`config.mk`:
```
export PLATFORM = sky130hd
export DESIGN_NAME = decoder_2x4_reg
export DESIGN_NICKNAME = d
export VERILOG_FILES = /design/src/rtl/decoder_2x4_reg.sv
export SDC_FILE = /design/constraint.sdc
export NUM_CORES = 1
export LEC_CHECK = 0
export BUFFER_PORTS_ARGS = -buffer_cell sky130_fd_sc_hd__buf_2
export CAP_MARGIN = 20
export CORE_UTILIZATION = 38
export CTS_BUF_LIST = sky130_fd_sc_hd__clkbuf_4
export CTS_CLUSTER_DIAMETER = 120
export DETAILED_ROUTE_END_ITERATION = 7
export GPL_TIMING_DRIVEN = 0
export HOLD_SLACK_MARGIN = 0.03
export PLACE_DENSITY_LB_ADDON = 0.15
export SYNTH_ARGS = -nofsm -noshare
export SYNTH_HDL_FRONTEND = slang
export SYNTH_SLANG_ARGS = --single-unit
```
`constraint.sdc`:
```
create_clock -name clk -period 1.12 [get_ports clk]
set_input_delay 0.112 -clock clk [delete_from_list [all_inputs] [get_ports clk]]
set_output_delay 0.112 -clock clk [all_outputs]
set_load 0.005 [all_outputs]
```
`src/rtl/decoder_2x4_reg.sv`:
```
// Registered 2-to-4 one-hot decoder with enable and output polarity; 1-cycle latency, no backpressure (en=0 holds).
// Optional per-line saturating hit counters under `DEC_HIT_CNT_EN (default build drives them to 0).
module decoder_2x4_reg #(
  parameter bit ACTIVE_LOW = 1'b0,
  parameter int CNT_W      = 16
) (
  input  logic             clk,
  input  logic             rst,
  input  logic             en,
  input  logic             A,
  input  logic             B,
  output logic             I0,
  output logic             I1,
  output logic             I2,
  output logic             I3,
  output logic             valid,
  output logic [CNT_W-1:0] hit_cnt0,
  output logic [CNT_W-1:0] hit_cnt1,
  output logic [CNT_W-1:0] hit_cnt2,
  output logic [CNT_W-1:0] hit_cnt3
);

  localparam logic [3:0] LINES_OFF = ACTIVE_LOW ? 4'b1111 : 4'b0000;

  logic [1:0] sel;
  logic [3:0] lines;

  assign sel = {A, B};

  // XOR with the idle pattern gives one-hot in either polarity.
  always_ff @(posedge clk) begin
    if (rst) begin
      lines <= LINES_OFF;
      valid <= 1'b0;
    end else if (en) begin
      lines <= LINES_OFF ^ (4'b0001 << sel);
      valid <= 1'b1;
    end
  end

  assign {I3, I2, I1, I0} = lines;

`ifdef DEC_HIT_CNT_EN
  localparam logic [CNT_W-1:0] CNT_ONE = 1;
  localparam logic [CNT_W-1:0] CNT_MAX = '1;

  logic [CNT_W-1:0] cnt [4];

  always_ff @(posedge clk) begin
    if (rst) begin
      for (int i = 0; i < 4; i++) cnt[i] <= '0;
    end else if (en) begin
      for (int i = 0; i < 4; i++) begin
        if (sel == 2'(i) && cnt[i] != CNT_MAX) cnt[i] <= cnt[i] + CNT_ONE;
      end
    end
  end

  assign hit_cnt0 = cnt[0];
  assign hit_cnt1 = cnt[1];
  assign hit_cnt2 = cnt[2];
  assign hit_cnt3 = cnt[3];
`else
  assign hit_cnt0 = '0;
  assign hit_cnt1 = '0;
  assign hit_cnt2 = '0;
  assign hit_cnt3 = '0;
`endif

endmodule

```
* Word level (Yosys, flattened, before mapping)
Cells that the tools add are included.
** Word-level totals
- Register bits after elaboration :: 5
- Input port bits :: 5
- Output and inout bits :: 69
- Word-level logic and storage cells :: 3
** Cells by class
- Shift operators :: 1
** Operator list (number)
- 1-bit by 2-bit << shifter with 4-bit output (first input constant) :: 1

* Longest topological paths before layout
Gate-level depths: netlist of run 1.
- Depth after elaboration :: 1
- Mapped depth :: 2
- Gate-level depth less buffers :: 2

* Least setup slack after synthesis of run 1
OpenSTA, ideal clock, no wires.
- Path kind :: input-to-reg
- Start :: input port A
- End :: register lines[0]
- Library setup time :: 0.066 ns
- Arrival :: 0.611 ns
- Data required time :: 1.054 ns
- Slack :: 0.443 ns
- Stages on the path :: 2
- Path buffers :: 0
- Cell sequence :: or3b_1 -> a21oi_2
** On the way
- Longest elaborated chain between the ends :: 1
** RTL lines
- from (decl) :: line 10 : input logic A,
- 1-bit by 2-bit << shifter with 4-bit output :: line 36 : lines <= LINES_OFF ^ (4'b0001 << sel);
- to (signal assigned) :: line 36
- to (decl) :: line 26 : logic [3:0] lines;
Every way passes these cells.
A chain may end at the register's enable or synchronous reset.

* Worst setup path after layout of run 1
- Start :: register lines[1]
- End :: output port I1
** RTL lines
- to (decl) :: line 13 : output logic I1,
No word-level cell between the ends.

==> results of run 1 <==
[metrics by stage]
step	area (um2)	util, %
after floorplan	905.9	-
after global placement	970.9	61.59
after detailed placement	970.9	61.59
after CTS	1001	63.49
after global routing	1001	63.49
final	1001	63.49
[kinds of logic (layout without fill, tap and decap cells)]
family,after synthesis,in the layout,synth area share (%)
AOI/OAI and AO/OA,4,4,3.551
buffers and inverters,64,77,71.78
DFF,5,5,14.95
other,1,64,0.5602
and+or+nand+nor,10,10,9.158
[area by class of cell]
cell class                      instances  share of cell area [%]
Multi-Input combinational cell         78                   32.50
Clock buffer                            4                   3.000
Sequential cell                         5                   10.00
Buffer                                 64                   48.00
Tap cell                               16                   2.000
Timing Repair Buffer                    9                   4.500
[state kept, by name, summed over array words and instances (netlist names)]
signal / cells
lines: 4
valid: 1
[final timing paths]
path                  from        to  slack (ns)  cells past startpoint
hold reg to reg   lines[2]  lines[2]        0.46                      2
setup / recovery  lines[1]        I1        0.34                      1
hold / removal         rst  lines[0]         0.1                      2
setup reg to reg  lines[3]  lines[3]        0.56                      2
[metal layers]
| layer | global-route usage, % | vias up | routed length (um) | part of all wire [%] |
|---|---|---|---|---|
| met2 | 12.24 | 43 | 410 | 45 |
| met5 | 0 | - | 0 | 0 |
| met4 | 7.273 | 0 | 0 | 0 |
| met3 | 7.500 | 0 | 181 | 20 |
| met1 | 8.500 | 167 | 313 | 35 |
| li1 | - | 282 | - | - |
[cells in the final DEF (no fill, tap or decap)]
cell and count:
a21oi_1 3, a21oi_2 1, buf_2 9, buf_4 64
clkbuf_4 4, conb_1 64, dfxtp_1 5, nand2b_1 4
nand3_1 1, nand3b_1 2, nor2_1 2, or3b_1 1
[power by group]
group | switching (mW) | internal [mW] | leakage [nW]
registers | 0.00328 | 0.187 | 0.0410
clock network | 0.0702 | 0.159 | 0.0184
logic | 0.0968 | 0.159 | 0.619
==> metrics.md, run 1 <==
| Metric | Value |
|---|---|
| P&R area growth vs syn | 49.53% |
| # diodes | 0 |
| Syn Std Cell Area | about 670 um2 |
| # rows | 14 |
| # hold bufs at CTS | 0 |
| Synth cell types | 10 |
| Type of element capturing the critical path | output pin |
| Final hold vios | 0 |
| Synth area leader | buf_4 |
| Area of the die | 1933 um2 |
| CTS root buffer | clkbuf_4 |
| CP cell instances | buf_2 |
| Reg clk slew, reported paths | approximately 0.040 ns |
| Most area-consuming cells after synthesis | buf_4, dfxtp_1, nand2b_1 |
| Setup Skew | 0 ns |
| Unrepaired setup endpoints after global routing | false |
| Ys Warns | 0 |
| Max Root-Sink Buffers | 2 |
| Most common cell in the synthesized netlist | buf_4 |
| Max Slew Vio Count | 0 |
| CP max-delay cell | dfxtp_1 |
| WL per Instance | slightly above 5 um |
| CP Buf/Inv Count | 1 |
| DRT antenna net count | 0 |
| Number of synthesized flops with an enable pin | 0 |
| Mean Syn Cell Area | 7.969 um2 |
| Status | complete, no violations |
| Post-synth top area share | a little under three quarters |
| Largest net degree at the start of global routing | 10 |
| I/O Buffers | 9 |
| Sequential area share after synthesis | around 15% |
| Cts repair resizes | 0 |
| Sink Count | 5 |
| CP Max Fanout | 2 |
| IO Pins | between 70 and 80 |
| Total GRT Usage | 8.936% |
| Largest stage delay on the critical path | 0.32 ns |
| Pre-CTS setup slack | 0.2799 ns |
| Multi-input combinational cell area | around 330 um2 |
| Required @ worst endpoint | approximately 1 ns |
| Yosys reg bits | 5 |
| Starting density of the core | a little over two fifths |
| Vias in the first global route | 297 |
| Post-CTS Repair Setup Buffers | 0 |
| Detailed-route DRC error count | 0 |
| Initial DRT Pass Iterations | 6 |
| Async set-reset flop share out of synthesis | 0% |
| Routed vias/inst | 2.795 |
| Setup CP Type | register to output pin |
| GRT overflow | 0 |
| FF/Latch Area | around 100 um2 |
| Hold crit path type | input port to register |
| Delay-heaviest family, CP | flip-flops |
| Layout cell share with drive strength beyond 1 | around 49% |
| Period utilization | around 70% |
| Setup TNS | 0 ns |
| Final Critical Period | around 0.78 ns |
| Die Y | between 40 and 50 um |
| Synth Flop Type | dfxtp_1 |
| Startpoint types | register |
| Latest clock arrival within the worst-skew pair | roughly 0.24 ns |
| DRT Wirelength | roughly 910 um |
| Initial antenna violation count | 0 |
| Core ar. | 1577 um2 |
| Vias | about 490 |
| Nets | between 150 and 200 |
| First-pass GRT wire length | between 1000 and 1500 um |
| Most common library cells after synthesis | buf_4, dfxtp_1, nand2b_1 |
| Leakage | between 0.6 and 0.7 nW |
| Max-Cap Viols | 0 |
| Arrival @ worst endpoint | around 0.67 ns |
| Pwr dens | roughly 670 nW/um2 |
| Worst setup margin | about 0.34 ns |
| # placed instances | around 170 |
| Final GP Congestion | ~0.66 |
| CTS H-tree lvls | 1 |
| Hold Worst Slack | 0.09580 ns |
| Fillers | roughly 150 |
| Worst vdd ir | 0.4548 mV |
| Die width | about 44 um |
| Max Freq | roughly 1300 MHz |
| CTS Buf Count | 3 |
| Final Non-Filler Cells | 176 |
| Mapped Cells | 84 |
| Overall power | 674.3 uW |
| Final setup viols | 0 |
| DR iter-0 viols | 6 |
| CTS tree | built |
Note: power is estimated with default switching activity, not from simulation.
==> inputs of run 2 (changes only) <==
- ABC_AREA: not set -> 1
- CORE_UTILIZATION: 38 -> 35
- clock period: 1.12 -> 0.8 ns (I/O delays scaled with it)
==> metrics.md, run 2 <==
| Metric | Value |
|---|---|
| Hold crit path type | input port to register |
| Post-synth top area share | 72.73% (+0.95 points) |
| P&R area growth vs syn | 51.89% |
| Type of element capturing the critical path | output pin |
| I/O Buffers | 9 (unchanged) |
| Yosys reg bits | 5 (unchanged) |
| WL per Instance | 4.688 um (-8.9%) |
| Routed vias/inst | 2.651 (-5.2%) |
| Max Freq | about 1300 MHz |
| Mapped Cells | 88 (+4.8%) |
| Die width | 45.45 um (+3.4%) |
| Startpoint types | register |
| Initial antenna violation count | 0 (unchanged) |
| Sequential area share after synthesis | 15.15% (+0.20 points) |
| Max reg flops | 4 (unchanged) |
| Delay-heaviest family, CP | flip-flops |
| CP Max Fanout | 2 (unchanged) |
| Reg clk slew, reported paths | 0.04 ns (about the same) |
| Async set-reset flop share out of synthesis | 0% (unchanged) |
| Setup Skew | 0 ns (unchanged) |
| Vias | 501 (+1.8%) |
| Total GRT Usage | 8.053% (-0.88 points) |
| DR iter-0 viols | 2 (-4) |
| Status | complete, no violations |
| CP max-delay cell | dfxtp_1 |
| # rows | 15 (+1) |
| Placed Area | 973.4 um2 (+0.26%) |
| Ys Warns | 0 (unchanged) |
| Fillers | 170 (+13%) |
| Period utilization | about 95% |
| Most common library cells after synthesis | buf_4, dfxtp_1, nand2_1 |
| Post-DP HPWL | 818 um |
| DRT Wirelength | 886 um (-2.2%) |
| # hold bufs at CTS | 0 (unchanged) |
| DRT antenna net count | 0 (unchanged) |
| CP Buf/Inv Count | 1 (unchanged) |
| Core ar. | 1745 um2 (+11%) |
| Design Area, Final | 1003 um2 (+0.25%) |
| Max-Cap Viols | 0 (unchanged) |
| Starting density of the core | 37.85% (-4.6 points) |
| Utilization after layout | 57.49% (-6.0 points) |
| Post-CTS Repair Setup Buffers | 0 (unchanged) |
| Sink Count | 5 (unchanged) |
| # diodes | 0 (unchanged) |
| Mean Syn Cell Area | 7.507 um2 (-5.8%) |
| Detailed-route DRC error count | 0 (unchanged) |
| Final Critical Period | roughly 0.76 ns |
| IO Pins | 74 (unchanged) |
| Synth Flop Type | dfxtp_1 |
| Area of the die | 2065 um2 (+6.8%) |
| Number of synthesized flops with an enable pin | 0 (unchanged) |
| Most common cell in the synthesized netlist | buf_4 |
| Largest regs | lines: 4 flops, valid: 1 flops |
| CP cell instances | buf_2 |
| Setup TNS | 0 ns (unchanged) |
| Register name with the most flops | lines |
| Final setup viols | 0 (unchanged) |
| Largest stage delay on the critical path | 0.33 ns (about the same) |
| CTS H-tree lvls | 1 (unchanged) |
| Latest clock arrival within the worst-skew pair | 0.24 ns (about the same) |
| Syn Std Cell Area | 660.6 um2 (-1.3%) |
| Most area-consuming cells after synthesis | buf_4, dfxtp_1, a21oi_1 |
| Unrepaired setup endpoints after global routing | false |
| Synth area leader | buf_4 |
| Pwr dens | 943.9 nW/um2 (+40%) |
| Max Slew Vio Count | 0 (unchanged) |
| Largest net degree at the start of global routing | 7 (-3) |
| Nets | 170 (+2.4%) |
| Worst vdd ir | 0.6637 mV (+46%) |
| Vias in the first global route | 285 (-4.0%) |
| Arrival @ worst endpoint | 0.68 ns (about the same) |
| Leakage | 0.6916 nW (+2.0%) |
| Final hold vios | 0 (unchanged) |
| Required @ worst endpoint | 0.72 ns (-0.29 ns) |
| Commonest non-fill, non-tap cells in the layout | buf_4, conb_1, buf_2 |
| Setup CP Type | register to output pin |
| CTS tree | built |
| Layout cell share with drive strength beyond 1 | 46.95% (-1.8 points) |
| Initial DRT Pass Iterations | 3 (-3) |
| Final GP Congestion | 0.6321 (-4.7%) |
| CTS Buf Count | 3 (unchanged) |
| First-pass GRT wire length | 1186 um (+1.1%) |
| Max Root-Sink Buffers | 2 (unchanged) |
| Cts repair resizes | 0 (unchanged) |
| Die Y | 45.45 um (+3.4%) |
| GRT overflow | 0 (unchanged) |
| Synth cell types | 8 (-2) |
| CTS root buffer | clkbuf_4 |
## run 2: cell types whose count changed in the layout (fill, tap and decap cells not counted), sizes merged
cell	delta
or3b	-1
inv	+3
nand3	+2
nor2	+1
nand3b	-2
nand2	+5
nand2b	-4
## run 2: layer usage
metal  track usage, %  wire [um]
met3            2.381        148
met5                0          0
met1            8.434        293
met2            13.71        438
met4            5.455          6
## run 2: path summary, 6_finish.rpt
path	slack [ns]	cells after the start	to	start
min	0.06	2	lines[1]	rst
min reg2reg	0.46	2	lines[1]	lines[1]
max	0.04	1	valid	valid
max reg2reg	0.23	2	lines[0]	lines[0]
## run 2: cells by family after synthesis
logic type,Yosys count,share of synthesized area (%)
buf+inv,67,74.43
simple gates,11,6.818
flops,5,15.15
compound gates,4,3.030
other cells,1,0.5676
## run 2: report_power, final
group	internal [mW]	total [mW]	leakage, nW	switching (mW)
sequential	0.261	0.267	0.0410	0.00530
combinational	0.218	0.356	0.632	0.138
clock	0.222	0.324	0.0184	0.102
## run 2: worst reg2reg max path, stage by stage, from the launching register on
cell and delay [ns]:
dfxtp_1 0.32, nand2_1 0.05, a21oi_1 0.13
## run 2: cell type report
type,count,area (um2),area share (%)
tap,25,31.28,3.117
sequential,5,100.1,9.975
multi-input combinational,79,305.3,30.42
inverter,3,11.26,1.122
clock buffer,4,30.03,2.993
buffer,64,480.5,47.88
timing repair buffer,9,45.04,4.489
## run 2: through the flow
stage / hold slack (ns) / instances / setup slack [ns] / power, mW
2_1_floorplan: 0.1491 / 151 / 0.2475 / 0.5814
3_3_place_gp: 0.3018 / 185 / 0.2202 / 0.6124
3_5_place_dp: 0.3090 / 185 / 0.2167 / 0.6134
4_1_cts: 0.05110 / 189 / 0.03353 / 0.9475
5_1_grt: 0.05731 / 189 / 0.002570 / 1.031
6_report: 0.06151 / 189 / 0.04229 / 0.9472
